--- config.mk ---
export PLATFORM = sky130hd
export DESIGN_NAME = uart_axil_fifo_flat
export DESIGN_NICKNAME = d
export VERILOG_FILES = /design/src/rtl/uart_axil_fifo_if.sv /design/src/rtl/uart_axil_fifo.sv /design/src/flat_wrapper.sv
export SDC_FILE = /design/constraint.sdc
export NUM_CORES = 1
export LEC_CHECK = 0
export CAP_MARGIN = 20
export CORE_UTILIZATION = 35
export DETAILED_ROUTE_END_ITERATION = 6
export SYNTH_ARGS = -nofsm -noshare
export SYNTH_HDL_FRONTEND = slang
export SYNTH_SLANG_ARGS = --single-unit
--- constraint.sdc ---
create_clock -name clk -period 6.24 [get_ports clk]
set_input_delay 1.248 -clock clk [delete_from_list [all_inputs] [get_ports clk]]
set_output_delay 1.248 -clock clk [all_outputs]
set_load 0.005 [all_outputs]
--- src/rtl/uart_axil_fifo_if.sv ---
// AXI4-Lite bus bundle split into read and write channel views.
interface axil_interface_if #(
    parameter int ADDR_W = 32,
    parameter int DATA_W = 64
);
    logic [ADDR_W-1:0]   araddr;
    logic                arvalid;
    logic                arready;
    logic [DATA_W-1:0]   rdata;
    logic [1:0]          rresp;
    logic                rvalid;
    logic                rready;
    logic [ADDR_W-1:0]   awaddr;
    logic                awvalid;
    logic                awready;
    logic [DATA_W-1:0]   wdata;
    logic [DATA_W/8-1:0] wstrb;
    logic                wvalid;
    logic                wready;
    logic [1:0]          bresp;
    logic                bvalid;
    logic                bready;

    modport rd_slv (input araddr, arvalid, rready, output arready, rdata, rresp, rvalid);
    modport wr_slv (input awaddr, awvalid, wdata, wstrb, wvalid, bready,
                    output awready, wready, bresp, bvalid);
    modport rd_mst (output araddr, arvalid, rready, input arready, rdata, rresp, rvalid);
    modport wr_mst (output awaddr, awvalid, wdata, wstrb, wvalid, bready,
                    input awready, wready, bresp, bvalid);
endinterface

--- src/rtl/uart_axil_fifo.sv ---
// UART peripheral on AXI4-Lite with RX/TX byte FIFOs, run-time baud divisor,
// optional parity and sticky error flags. Define UART_IRQ_EN to add the irq
// output and the IRQ_EN register at 0x28.
module uart_axil_fifo #(
    parameter int CLKS_PER_BIT_DEFAULT = 72,
    parameter int RX_FIFO_DEPTH        = 16,
    parameter int TX_FIFO_DEPTH        = 16,
    parameter int DATA_BITS            = 8,
    parameter int STOP_BITS            = 1
) (
    input  logic             clk,
    input  logic             rst,
    input  logic             rx,
`ifdef UART_IRQ_EN
    output logic             irq,
`endif
    output logic             tx,
    axil_interface_if.rd_slv read_access,
    axil_interface_if.wr_slv write_access
);
    localparam int          RAW       = $clog2(RX_FIFO_DEPTH);
    localparam int          TAW       = $clog2(TX_FIFO_DEPTH);
    localparam logic [7:0]  DMASK     = 8'(9'h1FF >> (9 - DATA_BITS));
    localparam logic [2:0]  LAST_BIT  = 3'(DATA_BITS - 1);
    localparam logic        STOP_LAST = 1'(STOP_BITS - 1);
    localparam logic [15:0] DIV_RST   = 16'(CLKS_PER_BIT_DEFAULT);
    localparam logic [RAW:0] RX_FULL  = (RAW+1)'(RX_FIFO_DEPTH);
    localparam logic [TAW:0] TX_FULL  = (TAW+1)'(TX_FIFO_DEPTH);

    typedef enum logic [2:0] {S_IDLE, S_START, S_DATA, S_PARITY, S_STOP, S_WAIT} uart_state_t;

    logic [15:0] ctrl_div;
    logic        ctrl_par_en, ctrl_par_odd, ctrl_rx_en, ctrl_tx_en;
    logic [3:0]  err, err_set, err_clr;
    logic        rvalid, bvalid, ar_hs, aw_hs;
    logic [63:0] rdata, rd_word;
    logic [2:0]  ar_sel, aw_sel;

    logic [8:0]  rx_mem [RX_FIFO_DEPTH];
    logic [7:0]  tx_mem [TX_FIFO_DEPTH];
    logic [RAW:0] rx_wr, rx_rd, rx_cnt;
    logic [TAW:0] tx_wr, tx_rd, tx_cnt;
    logic        rx_empty, rx_full, tx_empty, tx_full;
    logic        rx_push, rx_pop, tx_push, tx_pop, tx_wr_req;

    uart_state_t rx_state, rx_state_n, tx_state, tx_state_n;
    logic        rx_meta, rx_sync, rx_done, rx_frame_ev, rx_tick, tx_tick, tx_level;
    logic [15:0] rx_baud, rx_div, rx_target, tx_baud, tx_div;
    logic [2:0]  rx_bit, tx_bit;
    logic [7:0]  rx_data, tx_shift;
    logic        rx_perr, rx_fpar_en, rx_fpar_odd, tx_fpar_en, tx_fpar_odd, tx_stop_idx;

    logic        unused_bits;
    assign unused_bits = ^{read_access.araddr[31:6], read_access.araddr[2:0],
                           write_access.awaddr[31:6], write_access.awaddr[2:0],
                           write_access.wdata[63:20], write_access.wstrb};

    // Bus handshakes and address decode
    assign ar_sel                = read_access.araddr[5:3];
    assign aw_sel                = write_access.awaddr[5:3];
    assign read_access.arready   = !rvalid || read_access.rready;
    assign ar_hs                 = read_access.arvalid && (!rvalid || read_access.rready);
    assign aw_hs                 = write_access.awvalid && write_access.wvalid && (!bvalid || write_access.bready);
    assign read_access.rvalid    = rvalid;
    assign read_access.rdata     = rdata;
    assign read_access.rresp     = 2'b00;
    assign write_access.awready  = aw_hs;
    assign write_access.wready   = aw_hs;
    assign write_access.bvalid   = bvalid;
    assign write_access.bresp    = 2'b00;

    // FIFO occupancy; a pop in the same cycle frees the slot for a push
    assign rx_cnt    = rx_wr - rx_rd;
    assign tx_cnt    = tx_wr - tx_rd;
    assign rx_empty  = (rx_cnt == '0);
    assign tx_empty  = (tx_cnt == '0);
    assign rx_full   = (rx_cnt == RX_FULL);
    assign tx_full   = (tx_cnt == TX_FULL);
    assign rx_pop    = ar_hs && (ar_sel == 3'd0) && !rx_empty;
    assign rx_push   = rx_done && (!rx_full || rx_pop);
    assign tx_wr_req = aw_hs && (aw_sel == 3'd2);
    assign tx_push   = tx_wr_req && (!tx_full || tx_pop);
    assign err_set   = {tx_wr_req && tx_full && !tx_pop, rx_done && rx_perr,
                        rx_frame_ev, rx_done && rx_full && !rx_pop};
    assign err_clr   = (aw_hs && aw_sel == 3'd4) ? write_access.wdata[3:0] : 4'd0;

`ifdef UART_IRQ_EN
    logic [2:0] irq_en;
    // IRQ enable register and registered interrupt line
    always_ff @(posedge clk) begin
        if (rst) begin
            irq_en <= 3'd0;
            irq    <= 1'b0;
        end else begin
            if (aw_hs && aw_sel == 3'd5) irq_en <= write_access.wdata[2:0];
            irq <= |(irq_en & {|err, tx_empty, !rx_empty});
        end
    end
`endif

    // Read data mux; RX_DATA returns zero when the FIFO is empty
    always_comb begin
        rd_word = '0;
        case (ar_sel)
            3'd0: if (!rx_empty) rd_word = {54'd0, rx_mem[rx_rd[RAW-1:0]][8], 1'b1, rx_mem[rx_rd[RAW-1:0]][7:0]};
            3'd1: rd_word = {29'd0, tx_state != S_IDLE, tx_full, rx_empty, 16'(tx_cnt), 16'(rx_cnt)};
            3'd3: rd_word = {44'd0, ctrl_tx_en, ctrl_rx_en, ctrl_par_odd, ctrl_par_en, ctrl_div};
            3'd4: rd_word = {60'd0, err};
`ifdef UART_IRQ_EN
            3'd5: rd_word = {61'd0, irq_en};
`endif
            default: rd_word = '0;
        endcase
    end

    // Bus responses, CTRL register and sticky ERR flags
    always_ff @(posedge clk) begin
        if (rst) begin
            rvalid       <= 1'b0;
            rdata        <= '0;
            bvalid       <= 1'b0;
            ctrl_div     <= DIV_RST;
            ctrl_par_en  <= 1'b0;
            ctrl_par_odd <= 1'b0;
            ctrl_rx_en   <= 1'b1;
            ctrl_tx_en   <= 1'b1;
            err          <= 4'd0;
        end else begin
            if (ar_hs) begin
                rvalid <= 1'b1;
                rdata  <= rd_word;
            end else if (read_access.rready) begin
                rvalid <= 1'b0;
            end
            if (aw_hs) bvalid <= 1'b1;
            else if (write_access.bready) bvalid <= 1'b0;
            if (aw_hs && aw_sel == 3'd3) begin
                ctrl_div     <= (write_access.wdata[15:0] < 16'd4) ? 16'd4 : write_access.wdata[15:0];
                ctrl_par_en  <= write_access.wdata[16];
                ctrl_par_odd <= write_access.wdata[17];
                ctrl_rx_en   <= write_access.wdata[18];
                ctrl_tx_en   <= write_access.wdata[19];
            end
            err <= (err & ~err_clr) | err_set;
        end
    end

    // FIFO pointers
    always_ff @(posedge clk) begin
        if (rst) begin
            rx_wr <= '0;
            rx_rd <= '0;
            tx_wr <= '0;
            tx_rd <= '0;
        end else begin
            if (rx_push) rx_wr <= rx_wr + {{RAW{1'b0}}, 1'b1};
            if (rx_pop)  rx_rd <= rx_rd + {{RAW{1'b0}}, 1'b1};
            if (tx_push) tx_wr <= tx_wr + {{TAW{1'b0}}, 1'b1};
            if (tx_pop)  tx_rd <= tx_rd + {{TAW{1'b0}}, 1'b1};
        end
    end

    // FIFO storage; RX entries carry the parity-error flag above the byte
    always_ff @(posedge clk) begin
        if (rx_push) rx_mem[rx_wr[RAW-1:0]] <= {rx_perr, rx_data};
        if (tx_push) tx_mem[tx_wr[TAW-1:0]] <= write_access.wdata[7:0];
    end

    // Two-flop synchroniser for the asynchronous rx line
    always_ff @(posedge clk) begin
        if (rst) begin
            rx_meta <= 1'b1;
            rx_sync <= 1'b1;
        end else begin
            rx_meta <= rx;
            rx_sync <= rx_meta;
        end
    end

    // State registers and registered serial output
    always_ff @(posedge clk) begin
        if (rst) begin
            rx_state <= S_IDLE;
            tx_state <= S_IDLE;
            tx       <= 1'b1;
        end else begin
            rx_state <= rx_state_n;
            tx_state <= tx_state_n;
            tx       <= tx_level;
        end
    end

    // RX next state; the start bit is re-checked half a bit in, the rest mid-bit
    assign rx_target = (rx_state == S_START) ? ({1'b0, rx_div[15:1]} - 16'd1) : (rx_div - 16'd1);
    assign rx_tick   = (rx_baud == rx_target);
    always_comb begin
        rx_state_n  = rx_state;
        rx_done     = 1'b0;
        rx_frame_ev = 1'b0;
        case (rx_state)
            S_IDLE:   if (ctrl_rx_en && !rx_sync) rx_state_n = S_START;
            S_START:  if (rx_tick) rx_state_n = rx_sync ? S_IDLE : S_DATA;
            S_DATA:   if (rx_tick && rx_bit == LAST_BIT) rx_state_n = rx_fpar_en ? S_PARITY : S_STOP;
            S_PARITY: if (rx_tick) rx_state_n = S_STOP;
            S_STOP: begin
                if (rx_tick) begin
                    if (rx_sync) begin
                        rx_done    = 1'b1;
                        rx_state_n = S_IDLE;
                    end else begin
                        rx_frame_ev = 1'b1;
                        rx_state_n  = S_WAIT;
                    end
                end
            end
            S_WAIT:   if (rx_sync) rx_state_n = S_IDLE;
            default:  rx_state_n = S_IDLE;
        endcase
    end

    // RX datapath; frame settings are captured while idle
    always_ff @(posedge clk) begin
        if (rx_state == S_IDLE) begin
            rx_baud     <= '0;
            rx_bit      <= '0;
            rx_data     <= '0;
            rx_perr     <= 1'b0;
            rx_div      <= ctrl_div;
            rx_fpar_en  <= ctrl_par_en;
            rx_fpar_odd <= ctrl_par_odd;
        end else begin
            rx_baud <= rx_tick ? '0 : rx_baud + 16'd1;
            if (rx_tick && rx_state == S_DATA) begin
                rx_data[rx_bit] <= rx_sync;
                rx_bit          <= rx_bit + 3'd1;
            end
            if (rx_tick && rx_state == S_PARITY) rx_perr <= (rx_sync != (^rx_data ^ rx_fpar_odd));
        end
    end

    // TX next state and line level; the next byte is popped straight out of STOP
    assign tx_tick = (tx_baud == tx_div - 16'd1);
    always_comb begin
        tx_state_n = tx_state;
        tx_pop     = 1'b0;
        tx_level   = 1'b1;
        case (tx_state)
            S_IDLE: begin
                if (ctrl_tx_en && !tx_empty) begin
                    tx_pop     = 1'b1;
                    tx_state_n = S_START;
                end
            end
            S_START: begin
                tx_level = 1'b0;
                if (tx_tick) tx_state_n = S_DATA;
            end
            S_DATA: begin
                tx_level = tx_shift[tx_bit];
                if (tx_tick && tx_bit == LAST_BIT) tx_state_n = tx_fpar_en ? S_PARITY : S_STOP;
            end
            S_PARITY: begin
                tx_level = ^tx_shift ^ tx_fpar_odd;
                if (tx_tick) tx_state_n = S_STOP;
            end
            S_STOP: begin
                if (tx_tick && tx_stop_idx == STOP_LAST) begin
                    if (ctrl_tx_en && !tx_empty) begin
                        tx_pop     = 1'b1;
                        tx_state_n = S_START;
                    end else begin
                        tx_state_n = S_IDLE;
                    end
                end
            end
            default: tx_state_n = S_IDLE;
        endcase
    end

    // TX datapath; a pop loads the byte and freezes this frame's settings
    always_ff @(posedge clk) begin
        if (tx_pop) begin
            tx_shift    <= tx_mem[tx_rd[TAW-1:0]] & DMASK;
            tx_div      <= ctrl_div;
            tx_fpar_en  <= ctrl_par_en;
            tx_fpar_odd <= ctrl_par_odd;
            tx_baud     <= '0;
            tx_bit      <= '0;
            tx_stop_idx <= 1'b0;
        end else begin
            tx_baud <= tx_tick ? '0 : tx_baud + 16'd1;
            if (tx_tick && tx_state == S_DATA) tx_bit <= tx_bit + 3'd1;
            if (tx_tick && tx_state == S_STOP) tx_stop_idx <= tx_stop_idx + 1'b1;
        end
    end
endmodule

--- src/flat_wrapper.sv ---
// flat-port wrapper written by rule: the top's interface ports become plain ports
module uart_axil_fifo_flat 
#(
    parameter int CLKS_PER_BIT_DEFAULT = 72,
    parameter int RX_FIFO_DEPTH        = 16,
    parameter int TX_FIFO_DEPTH        = 16,
    parameter int DATA_BITS            = 8,
    parameter int STOP_BITS            = 1
)
  (clk, rst, rx, tx, read_access_araddr, read_access_arvalid, read_access_rready, read_access_arready, read_access_rdata, read_access_rresp, read_access_rvalid, write_access_awaddr, write_access_awvalid, write_access_wdata, write_access_wstrb, write_access_wvalid, write_access_bready, write_access_awready, write_access_wready, write_access_bresp, write_access_bvalid);
  axil_interface_if read_access_i ();
  axil_interface_if write_access_i ();
  input  logic clk;
  input  logic rst;
  input  logic rx;
  output logic tx;
  input wire logic [$bits(read_access_i.araddr)-1:0] read_access_araddr;
  input wire logic [$bits(read_access_i.arvalid)-1:0] read_access_arvalid;
  input wire logic [$bits(read_access_i.rready)-1:0] read_access_rready;
  output wire logic [$bits(read_access_i.arready)-1:0] read_access_arready;
  output wire logic [$bits(read_access_i.rdata)-1:0] read_access_rdata;
  output wire logic [$bits(read_access_i.rresp)-1:0] read_access_rresp;
  output wire logic [$bits(read_access_i.rvalid)-1:0] read_access_rvalid;
  input wire logic [$bits(write_access_i.awaddr)-1:0] write_access_awaddr;
  input wire logic [$bits(write_access_i.awvalid)-1:0] write_access_awvalid;
  input wire logic [$bits(write_access_i.wdata)-1:0] write_access_wdata;
  input wire logic [$bits(write_access_i.wstrb)-1:0] write_access_wstrb;
  input wire logic [$bits(write_access_i.wvalid)-1:0] write_access_wvalid;
  input wire logic [$bits(write_access_i.bready)-1:0] write_access_bready;
  output wire logic [$bits(write_access_i.awready)-1:0] write_access_awready;
  output wire logic [$bits(write_access_i.wready)-1:0] write_access_wready;
  output wire logic [$bits(write_access_i.bresp)-1:0] write_access_bresp;
  output wire logic [$bits(write_access_i.bvalid)-1:0] write_access_bvalid;
  assign read_access_i.araddr = read_access_araddr;
  assign read_access_i.arvalid = read_access_arvalid;
  assign read_access_i.rready = read_access_rready;
  assign read_access_arready = read_access_i.arready;
  assign read_access_rdata = read_access_i.rdata;
  assign read_access_rresp = read_access_i.rresp;
  assign read_access_rvalid = read_access_i.rvalid;
  assign write_access_i.awaddr = write_access_awaddr;
  assign write_access_i.awvalid = write_access_awvalid;
  assign write_access_i.wdata = write_access_wdata;
  assign write_access_i.wstrb = write_access_wstrb;
  assign write_access_i.wvalid = write_access_wvalid;
  assign write_access_i.bready = write_access_bready;
  assign write_access_awready = write_access_i.awready;
  assign write_access_wready = write_access_i.wready;
  assign write_access_bresp = write_access_i.bresp;
  assign write_access_bvalid = write_access_i.bvalid;
  uart_axil_fifo #(.CLKS_PER_BIT_DEFAULT(CLKS_PER_BIT_DEFAULT), .RX_FIFO_DEPTH(RX_FIFO_DEPTH), .TX_FIFO_DEPTH(TX_FIFO_DEPTH), .DATA_BITS(DATA_BITS), .STOP_BITS(STOP_BITS)) u_core (.clk(clk), .rst(rst), .rx(rx), .tx(tx), .read_access(read_access_i), .write_access(write_access_i));
endmodule
Word-level counts from Yosys, hierarchy flattened
Memories as Yosys holds them, arrays and structs flattened. A register that Yosys moved wholly into a read port is not among the register bits.
Cells that the tools add are included.
{"block": "word_totals", "latchBits": 0, "rom_bits": 0, "n_memories": 2, "out_inout_bits": 74, "ff_bits": 203, "wordCells": 190, "ram_bits": 272}
{"block": "op_classes", "reduce_logical": 52, "addsub": 14, "bitwise": 6, "n_mul": 0, "div": 0, "eq_ne": 33, "magnitude_cmp": 4, "n_shift": 0, "mux": 48}
{"name": "u_core.rx_mem", "depth": 16, "word_bits": 9, "read_ports": 1, "rd_ports_with_merged_regs": 1, "wr": 1, "line": "uart_axil_fifo.sv:39", "text": "logic [8:0] rx_mem [RX_FIFO_DEPTH];"}
{"name": "u_core.tx_mem", "depth": 16, "word_bits": 8, "read_ports": 1, "rd_ports_with_merged_regs": 1, "wr": 1, "line": "uart_axil_fifo.sv:40", "text": "logic [7:0] tx_mem [TX_FIFO_DEPTH];"}
{"op": "one-hot mux 35 bit (4 select lines)", "n": 1}
{"op": "2-to-1 mux 3 bit", "n": 14}
{"op": "adder 16 x 1 -> 16 bit (second input constant)", "n": 2}
{"op": "== test 16 bit", "n": 2}
{"op": "2-to-1 mux 16 bit", "n": 2}
{"op": "subtractor 16 x 1 -> 16 bit (second input constant)", "n": 2}
{"op": "logical AND 1 bit", "n": 25}
{"op": "inequality test 2 x 1 -> 1 bit (second input constant)", "n": 11}
{"op": "== test 3 x 2 -> 1 bit (second input constant)", "n": 7}
{"op": "== test 3 bit (second input constant)", "n": 7}
{"op": "adder 5 x 1 -> 5 bit (second input constant)", "n": 4}
{"op": "2-to-1 mux 1 bit", "n": 19}
{"op": "one-hot mux 3 bit (6 select lines)", "n": 1}
{"op": "less-than comparator 16 x 3 -> 1 bit (second input constant)", "n": 1}
{"op": "XOR reduction 8 bit", "n": 2}
{"op": "subtractor 15 x 1 -> 16 bit (second input constant)", "n": 1}
{"op": "one-hot mux 3 bit (5 select lines)", "n": 1}
{"op": "2-to-1 mux 4 bit", "n": 3}
{"op": "== test 5 bit (second input constant)", "n": 2}
{"op": "logical NOT 5 bit", "n": 2}
{"op": "2-to-1 mux 10 bit", "n": 1}
{"op": "subtractor 5 bit", "n": 2}
{"op": "== test 3 x 1 -> 1 bit (second input constant)", "n": 3}
{"op": "logical NOT 1 bit", "n": 9}
{"op": "other kinds (23)", "n": 33}

Logic depth before layout (Yosys ltp)
Gate-level depths: netlist of the first run.
{"block": "depth", "word_depth": 11, "depth_mapped": 18, "depth_no_buf": 13}

Least setup slack after synthesis of the first run
Ideal clock, no wire load.
{"block": "synth_path", "path_kind": "register -> register", "start": "register u_core.rx_state[1]", "end": "memory u_core.rx_mem[10][0], enable pin", "path_slack_ns": 1.770, "required_time_ns": 5.902, "n_path_buf": 5, "stages_incl_launch_ff": 18, "arrival_time_ns": 4.133, "synth_period_minus_slack_ns": 4.470, "setup_ns": 0.338, "path_cell_list": "dfxtp_1 > buf_2 > or3b_4 > buf_6 > buf_4 > clkbuf_1 > mux2i_1 > ha_1 > inv_1 > nor4_1 > mux2_2 > a211o_1 > a22oi_1 > and4_1 > nand3_1 > nor3_2 > clkbuf_1 > and3_1"}
{"block": "synth_via", "elab_chain_cells": 8, "elab_cells_between_ends": 9, "classes_between": "eq/ne (3); mux (5); reduce/logical (1)"}
{"element": "start: declaration", "line": "uart_axil_fifo.sv:46", "text": "uart_state_t rx_state, rx_state_n, tx_state, tx_state_n;"}
{"element": "start signal: assignment", "line": "uart_axil_fifo.sv:187", "text": "rx_state <= rx_state_n;"}
{"element": "== test 3 x 1 -> 1 bit", "line": "uart_axil_fifo.sv:194", "text": "assign rx_target = (rx_state == S_START) ? ({1'b0, rx_div[15:1]} - 16'd1) : (rx_div - 16'd1);"}
{"element": "2-to-1 mux 16 bit", "line": "uart_axil_fifo.sv:194"}
{"element": "== test 16 bit", "line": "uart_axil_fifo.sv:195", "text": "assign rx_tick = (rx_baud == rx_target);"}
{"element": "2-to-1 mux 1 bit", "line": "uart_axil_fifo.sv:206", "text": "if (rx_tick) begin"}
{"element": "2-to-1 mux 1 bit *", "line": "uart_axil_fifo.sv:200", "text": "case (rx_state)"}
{"element": "logical AND 1 bit *", "line": "uart_axil_fifo.sv:80", "text": "assign rx_push = rx_done && (!rx_full || rx_pop);"}
{"element": "2-to-1 mux 1 bit *", "line": "uart_axil_fifo.sv:165", "text": "if (rx_push) rx_mem[rx_wr[RAW-1:0]] <= {rx_perr, rx_data};"}
{"element": "2-to-1 mux 1 bit (implied by the code) *", "line": "uart_axil_fifo.sv:165"}
{"element": "end: declaration", "line": "uart_axil_fifo.sv:39"}
Every way passes the cells marked *; elsewhere a longest branch is shown, timed or not.

Worst setup path after layout of the first run
{"block": "layout_path", "start": "register u_core.rx_state[2]", "end": "memory u_core.rx_mem[10][2], enable pin"}
Same word-level chain as after synthesis.

==> metrics.md, run 1 <==
| Metric | Value |
|---|---|
| Status | complete, no violations |
| Row count | 87 |
| Worst-Skew Late Latency | 0.58 ns |
| DR iter-0 viols | 836 |
| Post-DR vias/cell | 5.31 |
| IO Port Bufs | 63 |
| Mapped cell area | 0.0203 mm2 |
| Hold Path Cell Cnt | 1 |
| Post-DRT Antenna Nets | 0 |
| Final hold violation count | 0 |
| CP max FO | 20 |
| Layout cells sized above 1 | 13.9% |
| Final layout net count | 1,750 |
| Setup TNS | 0 ns |
| Initial core utilization | 35.7% |
| Reg power frac | 45.3% |
| Top cell type's share of synthesized area | 46.7% |
| Area after DPL | 0.0216 mm2 |
| CTS root buffer | clkbuf_16 |
| Antenna violations before repair | 0 |
| Commonest cells post-synth | edfxtp_1, dfxtp_1, nor2_1 |
| R2R cell count | 12 |
| First-pass GRT wire length | 71.8 mm |
| Reg2Reg Setup Slack | 1.11 ns |
| Overall Global Routing Usage | 15.7% |
| Final GP Congestion | 0.883 |
| Clk sinks | 447 |
| Ys flop type | edfxtp_1 |
| Worst EP required | 6.46 ns |
| Yosys reg bits | 447 |
| DP HPWL | 31.8 mm |
| RSZ-0062 raised after global routing | false |
| Actual transition at the worst max-transition pin | 1.02 ns |
| Finished Layout Cells | 2,369 |
| Hold slack | 0.414 ns |
| Dominant cell type by area after synthesis | edfxtp_1 |
| Int Power | 5.60 mW |
| Crit. End Element | flop |
| Sequential share of the synthesized area | 59.6% |
| WP data arrival | 5.35 ns |
| Hold-fix buffers, CTS | 0 |
| Worst Hold Endpoint | u_core.rx_sync |
| Synth warn | 0 |
| Final setup viols | 0 |
| Average cell area after synthesis | 13.4 um2 |
| Synth area leaders | edfxtp_1, dfxtp_1, mux4_2 |
| Max Buffers Root-to-Sink | 3 |
| WL/cell | 19.6 um |
| Critical path class | reg -> reg |
| Fin crit period | 5.13 ns |
| Die ar. | 0.0591 mm2 |
| Vias in the first global route | 12,100 |
| Hold_sp | u_core.rx_meta |
| Hold crit path type | reg -> reg |
| Top-count cell post-synth | edfxtp_1 |
| Synth cell types | 98 |
| Cts repair resizes | 0 |
| Leakage | 7.51 nW |
| Synth async-reset ratio | 0% |
| # IOs | 218 |
| Clock Skew | 0.0243 ns |
| Pin count of the biggest net entering global routing | 48 |
| Synthesis-to-layout area growth | 13.2% |
| DRC Markers | 0 |
| Die Width | 243 um |
| Drt pass-1 iters | 6 |
| H-tree depth | 2 |
| Comb power frac | 22.3% |
| Dpl cells | 2,285 |
| Fin crit share | 82.3% |
| Worst relative slew slack | 31.8% |
| Psw | 2.41 mW |
| EDFF count, synth | 316 |
| # Post-CTS Setup Buffers | 0 |
| Height of the die | 243 um |
| Switching Fraction | 30.1% |
| Core ar. | 0.0569 mm2 |
| Worst R2R End | u_core.rx_mem[10][2] |
| Gr ovfl total | 0 |
| # Max-Cap Violations | 0 |
| Final instance area | 0.0230 mm2 |
| CTS tree | yes |
| Highest clock rate | 195 MHz |
| Routed Wire Length | 46.3 mm |
| Final number of max-transition violations | 0 |
| Clock buffer count from CTS | 45 |
| Ant. Diodes | 0 |
| Worst IR Drop VDD | 188 uV |
| Cells after Synth | 1,522 |
| Clock-pin slew on the worst setup and hold paths | 0.06 ns |
| Clock Power Share | 32.4% |
| Via count | 12,600 |
| Pwr dens | 348 mW/mm2 |
| Setup crit start kind | flop |
| Reg2reg start | u_core.rx_state[2] |
## cells by family (layout without fill, tap and decap cells)
group | count (synthesis) | count (layout) | synth area share (%)
other cells | 1 | 44 | 0.0184
buf+inv | 169 | 217 | 4.12
compound gates | 210 | 210 | 7.32
flops | 447 | 447 | 59.6
mux | 110 | 110 | 10.8
simple gates | 471 | 471 | 12.7
fa+ha+maj | 28 | 28 | 1.80
xor+xnor | 86 | 86 | 3.71
## critical path, cell delays in order, from the launching register on
cell	delay [ns]
dfxtp_1	0.84
or3b_4	0.28
mux2i_1	0.21
ha_1	0.25
inv_1	0.18
nor4_1	0.39
mux2_2	0.40
a211o_1	0.30
a22oi_1	0.18
and4_1	0.29
nand3_1	0.14
nor3_2	0.66
and3_1	0.65
## flip-flops by register name, summed over array words and instances (netlist names), 4 cells and up, named ones only
| signal | cells |
|---|---|
| u_core.ctrl_div | 16 |
| u_core.rx_rd | 5 |
| u_core.read_access.rdata | 24 |
| u_core.rx_wr | 5 |
| u_core.tx_wr | 5 |
| u_core.tx_div | 16 |
| u_core.rx_mem | 144 |
| u_core.err | 4 |
| u_core.rx_baud | 16 |
| u_core.tx_mem | 128 |
| u_core.tx_shift | 8 |
| u_core.rx_div | 16 |
| u_core.tx_rd | 5 |
| u_core.rx_data | 8 |
| u_core.tx_baud | 16 |
## worst max-delay path by stage
stage	from	end	slack, ns	cells past startpoint
final	u_core.rx_state[2]	u_core.rx_mem[10][2]	1.11	12
after floorplan	u_core.rx_state[1]	u_core.rx_mem[10][0]	1.77	17
after detailed placement	read_access_araddr[4]	u_core.rx_mem[8][7]	1.07	7
after global routing	u_core.rx_state[2]	u_core.rx_mem[10][6]	0.72	12
after global placement	read_access_araddr[4]	u_core.rx_mem[8][2]	1.19	7
after CTS	u_core.rx_state[2]	u_core.rx_mem[8][7]	1.20	12
## layout by cell type, fill, tap and decap left out, drive strengths merged, types with 27 or more instances in the layout
cell and instances:
o21ai 34, a21oi 58, xnor2 51, buf 27, edfxtp 316, mux4 87
nand3 41, and3 31, nor2 127, conb 44, clkbuf 57, nand2 101
inv 46, xor2 35, clkdlybuf4s50 62, dfxtp 131
## layer usage
layer	routed length (um)	global-route usage [%]	up-vias	share of wire (%)
met3	2620	3.21	71	5.7
li1	-	-	5825	-
met4	1040	4.53	0	2.2
met1	20700	21.0	6329	45
met5	0	0	-	0
met2	21900	25.5	354	47
## through the flow
stage,power (mW),setup WS [ns],utilization (%)
5_1_grt,8.37,0.721,40.4
3_3_place_gp,5.42,1.19,37.9
6_report,8.01,1.11,40.4
3_5_place_dp,5.46,1.07,37.9
4_1_cts,8.06,1.20,40.4
2_1_floorplan,4.99,1.77,-
## final cells by class
class | instances | area (um2)
fillers | 5216 | 33900
flip-flops and latches | 447 | 12100
multi-input cells | 949 | 7540
clock buffers | 57 | 1210
well taps | 756 | 946
repair buffers | 89 | 818
clock inverters | 25 | 196
inverters | 46 | 173
## power by group through the flow
| stage | Combinational (mW) | Sequential (mW) | Clock, mW |
|---|---|---|---|
| after floorplan | 1.43 | 3.56 | 0 |
| after global placement | 1.74 | 3.68 | 0 |
| after detailed placement | 1.77 | 3.69 | 0 |
| after CTS | 1.78 | 3.63 | 2.66 |
| after global routing | 1.96 | 3.65 | 2.76 |
| final | 1.78 | 3.63 | 2.59 |
No activity file was read; power rests on OpenSTA's default activity.
==> run 2, diff against run 1 <==
- clock period: 6.24 -> 4.6 ns (I/O delays scaled with it)
==> run 2 against run 1 <==
Compared with the run above:
- sequential power grew 34%
- clock-buffer cell count increased by 4
- clock skew down 0.0088 ns
- worst setup slack worse by 0.79 ns
- total power up 40%
- hold slack better by 0.0011 ns
- critical path depth rose by 2
- design area is 1.7% higher
- cell count up 1.4%
- global-route usage grew 0.11 points
- maximum frequency up 20%
- die area is the same
- largest cell class unchanged
==> metrics.md, run 2 (synthesis results as in run 1) <==
| Metric | Value |
|---|---|
| Ant. Diodes | 0 |
| Worst R2R End | u_core.rx_mem[9][3] |
| Routed Wire Length | 46.3 mm |
| WP data arrival | 4.55 ns |
| Clock buffer count from CTS | 45 |
| CTS tree | yes |
| Crit path top cell by count | buf_4 |
| IO Port Bufs | 63 |
| Setup TNS | 0 ns |
| Clock-pin slew on the worst setup and hold paths | 0.06 ns |
| Highest clock rate | 234 MHz |
| Fillers | 5,163 |
| Worst relative slew slack | 32.0% |
| Pwr dens | 478 mW/mm2 |
| DRC Markers | 0 |
| CP max-delay cell | or3b_4 |
| Drt pass-1 iters | 6 |
| Clk sinks | 447 |
| Pin count of the biggest net entering global routing | 79 |
| Buf/Inv on CP | 3 |
| Post-Place Setup Slack | 0.164 ns |
| Hold crit path type | reg -> reg |
| Antenna violations before repair | 0 |
| CTS root buffer | clkbuf_16 |
| Die Width | 243 um |
| Leakage | 7.74 nW |
| Post-DRT Antenna Nets | 0 |
| Worst EP required | 4.87 ns |
| Height of the die | 243 um |
| Crit. End Element | flop |
| R2R cell count | 14 |
| Gr ovfl total | 0 |
| Layout cells sized above 1 | 16.0% |
| Max reg flops | 144 |
| Max Buffers Root-to-Sink | 3 |
| Setup crit start kind | flop |
| # Max-Cap Violations | 0 |
| # IOs | 218 |
| Overall Global Routing Usage | 15.8% |
| Worst IR Drop VDD | 247 uV |
| Worst-path cell chain | or3b_4 -> mux2i_1 -> ha_1 -> inv_1 -> nor4_2 -> mux2_2 -> a211o_1 -> a22oi_1 -> and4_1 -> nand3_1 -> nor3_4 -> buf_4 -> and3_1 -> buf_4 |
| Reg2reg start | u_core.rx_state[2] |
| Fin crit share | 93.0% |
| Final hold violation count | 0 |
| Reg2Reg Setup Slack | 0.32 ns |
| DR iter-0 viols | 991 |
| Critical path class | reg -> reg |
| Final layout net count | 1,782 |
| Vias in the first global route | 12,400 |
| Actual transition at the worst max-transition pin | 1.01 ns |
| Core ar. | 0.0569 mm2 |
| Hold_sp | u_core.rx_meta |
| RSZ-0062 raised after global routing | false |
| Worst Hold Endpoint | u_core.rx_sync |
| Status | complete, no violations |
| Row count | 87 |
| Fin crit period | 4.28 ns |
| WL/cell | 19.3 um |
| Clock Skew | 0.0155 ns |
| CP peak stage delay | 0.47 ns |
| Synthesis-to-layout area growth | 15.1% |
| DP HPWL | 32.2 mm |
| Most common cell after layout, fill and taps aside | edfxtp_1 |
| Post-DR vias/cell | 5.22 |
| Hold Path Cell Cnt | 1 |
| Final setup viols | 0 |
| Seq. cell area | 0.0121 mm2 |
| Hold-fix buffers, CTS | 0 |
| Final GP Congestion | 0.873 |
| Worst setup margin | 0.320 ns |
| Initial core utilization | 35.7% |
| H-tree depth | 2 |
| Worst-Skew Late Latency | 0.57 ns |
| Final number of max-transition violations | 0 |
| Die ar. | 0.0591 mm2 |
| Most frequent cells in the layout | edfxtp_1, dfxtp_1, nor2_1 |
| Multi-input logic area | 0.00756 mm2 |
| CP max FO | 11 |
| CP delay by family, top | simple AND/OR/NAND/NOR gates |
| Via count | 12,500 |
| First-pass GRT wire length | 72.6 mm |
[run 2: repair_timing]
| item | CTS | global route |
|---|---|---|
| buffers inserted | 0 | 0 |
| endpoints found under the setup margin | 0 | 144 |
| gates resized for setup | 0 | 4 |
[run 2: area by class of cell]
class / instances / area share (%)
well taps: 756 / 4.04
inverters: 46 / 0.738
clock buffers: 61 / 5.37
flip-flops and latches: 447 / 51.8
repair buffers: 121 / 4.53
multi-input cells: 949 / 32.3
clock inverters: 22 / 1.24
[run 2: through the flow]
stage	hold WS [ns]	instance area [um2]	util [%]	power (mW)	std cells
after floorplan	0.389	20500	-	6.77	1565
after global placement	0.406	21800	38.3	7.37	2318
after detailed placement	0.409	21800	38.3	7.43	2318
after CTS	0.423	23400	41.1	11.3	2401
after global routing	0.444	23400	41.1	11.7	2402
final	0.415	23400	41.1	11.2	2402
[run 2: power by group]
group | internal, mW | total (mW) | switching [mW]
Clock | 2.26 | 3.81 | 1.54
Sequential | 4.60 | 4.88 | 0.278
Combinational | 1.05 | 2.49 | 1.45
Total | 7.91 | 11.2 | 3.27
[run 2: worst max path at each step]
stage | startpoint | to | slack (ns) | cells after the start
after floorplan | u_core.rx_state[1] | u_core.rx_mem[10][0] | 0.13 | 17
after global placement | u_core.rx_state[2] | u_core.rx_mem[1][7] | 0.25 | 12
after detailed placement | u_core.rx_state[2] | u_core.rx_mem[4][0] | 0.16 | 12
after CTS | u_core.rx_state[2] | u_core.rx_mem[3][2] | 0.17 | 12
after global routing | u_core.rx_state[2] | u_core.rx_mem[9][3] | 0.06 | 14
final | u_core.rx_state[2] | u_core.rx_mem[9][3] | 0.32 | 14
[run 2: worst register-to-register path, stage by stage (launching register included)]
cell     delay, ns
dfxtp_1       0.45
or3b_4        0.47
mux2i_1       0.17
ha_1          0.23
inv_1         0.10
nor4_2        0.32
mux2_2        0.39
a211o_1       0.31
a22oi_1       0.17
and4_1        0.29
nand3_1       0.16
nor3_4        0.37
buf_4         0.21
and3_1        0.16
buf_4         0.19
[run 2: per-layer routing]
metal / vias up / part of all wire (%) / track usage, % / routed length (um)
met5: - / 0 / 0 / 0
met4: 0 / 2.3 / 5.05 / 1080
met3: 64 / 5.8 / 3.05 / 2680
met2: 323 / 46 / 25.1 / 21400
met1: 6285 / 46 / 21.6 / 21100
li1: 5871 / - / - / -
==> RTL change 1 (flow settings as in run 2) <==
Encoding of `uart_state_t`: now one-hot (6 bits for 6 states).
--- a/src/rtl/uart_axil_fifo.sv
+++ b/src/rtl/uart_axil_fifo.sv
@@ -28,5 +28,5 @@
     localparam logic [TAW:0] TX_FULL  = (TAW+1)'(TX_FIFO_DEPTH);
 
-    typedef enum logic [2:0] {S_IDLE, S_START, S_DATA, S_PARITY, S_STOP, S_WAIT} uart_state_t;
+    typedef enum logic [5:0] {S_IDLE = 6'b000001, S_START = 6'b000010, S_DATA = 6'b000100, S_PARITY = 6'b001000, S_STOP = 6'b010000, S_WAIT = 6'b100000} uart_state_t;
 
     logic [15:0] ctrl_div;
Behaviour: same outputs for any inputs over 4 cycles, from zero or initial values and one cycle with rst high; so few cycles prove little.
==> RTL change 1 against run 2 <==
Non-clock buffer count up 4; critical path depth down 1; total power up 2.3%; final area up 2.0%; sequential power up 3%; sequential cell count up 5; wire length up 5.5%; worst setup slack worse by 0.15 ns; clock skew up 0.030 ns; worst hold slack better by 0.048 ns; sequential share of layout area down 0.60 points; area after synthesis up 0.14%; utilization up 0.35 points; critical endpoint is now u_core.rx_mem[5][6]; largest cell class unchanged.
==> RTL change 1: results (changes against run 2) <==
Avg WL per Cell 19.9 um (+3.4%); Place WS -0.102 ns (-0.266 ns); Buffers, non-clock 125 (+3.3%); internal cell power 0.00806 W (+1.9%); clock skew 0.0450 ns (+0.0295 ns); Clock Latency Late Sink 0.61 ns (+0.04 ns); Netlist cell types 87 (-11%); Crit Path Max Fanout 7 (-4); status complete, no violations; total iterations of the first detailed-routing run 5 (-1); Hold EP u_core.err[0]; post-CTS sizing 10 (+10); flop-to-flop setup slack 0.17 ns (-0.15 ns); synthesis-stage register bit count 452 (+1.1%); HP Start u_core.err[0]; Synth Area in XOR/XNOR 0.0413 (+0.00425); Seq area share 0.512 (-0.00604); complex-gate fraction of the synthesized area 0.0671 (-0.00619); largest net degree at the start of global routing 59 (-25%); register area 12,200 um^2 (+0.83%); Multi-In Gates 979 (+3.2%); Synth Area in Adders 0.0179 (-0.0000254); vias per cell 5.27 (+0.84%); static leakage 8.22 nW (+6.1%); GPL Wtd Cong 0.885 (+1.4%); CTS buffer count 47 (+4.4%); clock network fraction of total power 0.342 (about the same); Synth Cell Area 20,400 um^2 (+0.14%); worst reg2reg endpoint u_core.rx_mem[5][6]; Slew HR 0.376 (+0.0551); Worst EP arrival 4.73 ns (+0.18 ns); Register-to-Register Path Depth 13 (-1); hold_ws 0.464 ns (+0.0482 ns); multiplexer area fraction after synthesis 0.113 (+0.00544); met3 WL 2.62 mm (-2.3%); Tot GR Track Use 0.161 (+0.00360); number of nets in the layout 1,821 (+2.2%); Inverters, non-clock 44 (-4.3%); grt met1 use 0.219 (+0.00366); Fill cells 5,242 (+1.5%); reg-to-reg startpoint u_core.rx_state[5]; leading post-synthesis cells by cell area edfxtp_1 47%, dfxtp_1 13%, mux4_2 9.6%; met1 wire length 21.6 mm (+2.1%); layout cells sized above 1 0.183 (+0.0223); clkbuf count 53 (-13%); fraction of area in multi-input gates 0.328 (+0.00525); number of DRC markers in iteration 0 964 (-2.7%); number of global-route vias before repair 12,500 (+0.38%); Finished Layout Cells 2,451 (+2.0%)
[RTL change 1: changes by cell type after synthesis, moves of 5 or more]
cell      change
nand4_1      +14
clkbuf_1     -12
nor3b_1      +10
nor3_1        +9
xnor2_1       +9
mux2i_1       +8
nor4_2        -6
nor4bb_1      -6
a211oi_1      -5
buf_1         +5
dfxtp_1       +5
nor4b_1       -5
o221ai_1      +5
[RTL change 1: worst max-delay path, cell delays in order, from the launching register on]
cell and delay [ns]:
dfxtp_1 0.31, or4_4 0.57, nor2_4 0.16, mux2i_2 0.25, ha_2 0.21, or4b_4 0.49, a2111oi_4 0.36, o21ai_2 0.15
a2111oi_4 0.22, xnor2_1 0.20, nand4_1 0.14, and4b_4 0.46, and3_4 0.29, and3_2 0.29
[RTL change 1: power by group through the flow]
stage | combinational (W) | sequential [W] | clock, W
6_report | 0.00252 | 0.00501 | 0.00391
3_5_place_dp | 0.00249 | 0.00508 | 0
4_1_cts | 0.00251 | 0.00500 | 0.00400
5_1_grt | 0.00277 | 0.00505 | 0.00416
3_3_place_gp | 0.00245 | 0.00508 | 0
2_1_floorplan | 0.00190 | 0.00495 | 0
[RTL change 1: worst max path at each step]
stage,start,endpoint,slack (ns),depth (start not counted)
final,u_core.rx_state[5],u_core.rx_mem[5][6],0.17,13
after global routing,u_core.rx_state[5],u_core.rx_mem[0][5],0.02,12
after CTS,u_core.rx_state[5],u_core.rx_mem[1][8],0.009,13
after detailed placement,u_core.rx_state[5],u_core.rx_mem[5][2],-0.10,13
after global placement,u_core.rx_state[5],u_core.rx_mem[4][3],-0.06,13
after floorplan,u_core.rx_state[5],u_core.rx_mem[11][0],0.002,17
==> RTL change 2 (config.mk and constraints of run 2) <==
Without the edit above. `CLKS_PER_BIT_DEFAULT` is set to 72 in 2 places; all go to 36.
--- a/src/rtl/uart_axil_fifo.sv
+++ b/src/rtl/uart_axil_fifo.sv
@@ -3,5 +3,5 @@
 // output and the IRQ_EN register at 0x28.
 module uart_axil_fifo #(
-    parameter int CLKS_PER_BIT_DEFAULT = 72,
+    parameter int CLKS_PER_BIT_DEFAULT = 36,
     parameter int RX_FIFO_DEPTH        = 16,
     parameter int TX_FIFO_DEPTH        = 16,
--- a/src/flat_wrapper.sv
+++ b/src/flat_wrapper.sv
@@ -2,5 +2,5 @@
 module uart_axil_fifo_flat 
 #(
-    parameter int CLKS_PER_BIT_DEFAULT = 72,
+    parameter int CLKS_PER_BIT_DEFAULT = 36,
     parameter int RX_FIFO_DEPTH        = 16,
     parameter int TX_FIFO_DEPTH        = 16,
Formal check against the unedited RTL: not equivalent (a bounded check fails within 4 cycles, from zero or initial values and one cycle with rst high).
==> RTL change 2 against run 2 <==
Total power down 4.1%; sequential cell count unchanged; clock power down 9.4%; via count down 1.1%; highest routed layer unchanged; area after synthesis down 0.23%; utilization down 0.46 points; final area down 1.3%; wire length down 1.6%; critical path depth down 1; sequential share of layout area up 0.69 points; worst setup slack worse by 0.041 ns.
==> RTL change 2: results (changes against run 2) <==
status complete, no violations; Place WS 0.100 ns (-0.0636 ns); register area share after synthesis 0.597 (+0.00140); met2 global-route usage 0.248 (-0.00294); Synth Cell Area 20,300 um^2 (-0.23%); ClkCell Share 0.0599 (-0.00616); met1 wire length 20.9 mm (-1.2%); largest net degree at the start of global routing 71 (-10%); Placed Area 21,700 um^2 (-0.69%); Tot GR Track Use 0.154 (-0.00320); Finished Layout Cells 2,391 (-0.46%); Clk. pwr 0.00345 W (-9.4%); maximum VDD drop 0.231 mV (-6.1%); Initial Util 0.357 (about the same); clock skew 0.0190 ns (+0.00350 ns); HPWL Detailed 31.9 mm (-0.88%); hold_ws 0.429 ns (+0.0141 ns); GPL Wtd Cong 0.871 (-0.24%); met2 wire length 21.3 mm (-0.28%); number of DRC markers in iteration 0 816 (-18%); Peak Freq 231 MHz (-0.95%); layout cells sized above 1 0.150 (-0.00993); NetSw 0.00318 W (-2.7%); Worst Setup SP u_core.rx_state[0]; Buffers, non-clock 108 (-11%); total iterations of the first detailed-routing run 5 (-1); met3 WL 2.47 mm (-8.0%); static leakage 7.77 nW (+0.38%); sequential share of power 0.457 (+0.021); leading post-synthesis cells by cell area edfxtp_1 47%, dfxtp_1 13%, mux4_2 9.7%; flop-to-flop setup slack 0.28 ns (-0.04 ns); slowest CP cell dfxtp_1
[RTL change 2: cell count changes after synthesis, moves of 2 or more]
cell | run 2 | this run
nor4_2 | 7 | 1
nor4_1 | 15 | 20
clkbuf_1 | 61 | 57
buf_1 | 7 | 10
nor3_1 | 19 | 21
nor4b_2 | 4 | 2
o21ai_0 | 30 | 32
[RTL change 2: cells by family after synthesis]
logic type / Yosys count / synth area share
buffers and inverters: 169 / 0.0415
flip-flops: 447 / 0.597
other: 1 / 0.000185
adder cells (fa/ha/maj): 28 / 0.0180
AND/OR/NAND/NOR: 471 / 0.124
AO/OA/AOI/OAI: 211 / 0.0735
XOR/XNOR: 86 / 0.0371
multiplexers: 110 / 0.108
[RTL change 2: what timing repair did]
item | 4_1_cts | 5_1_grt
endpoints found under the setup margin | 0 | 145
gates resized for setup | 0 | 12
buffers inserted | 0 | 0
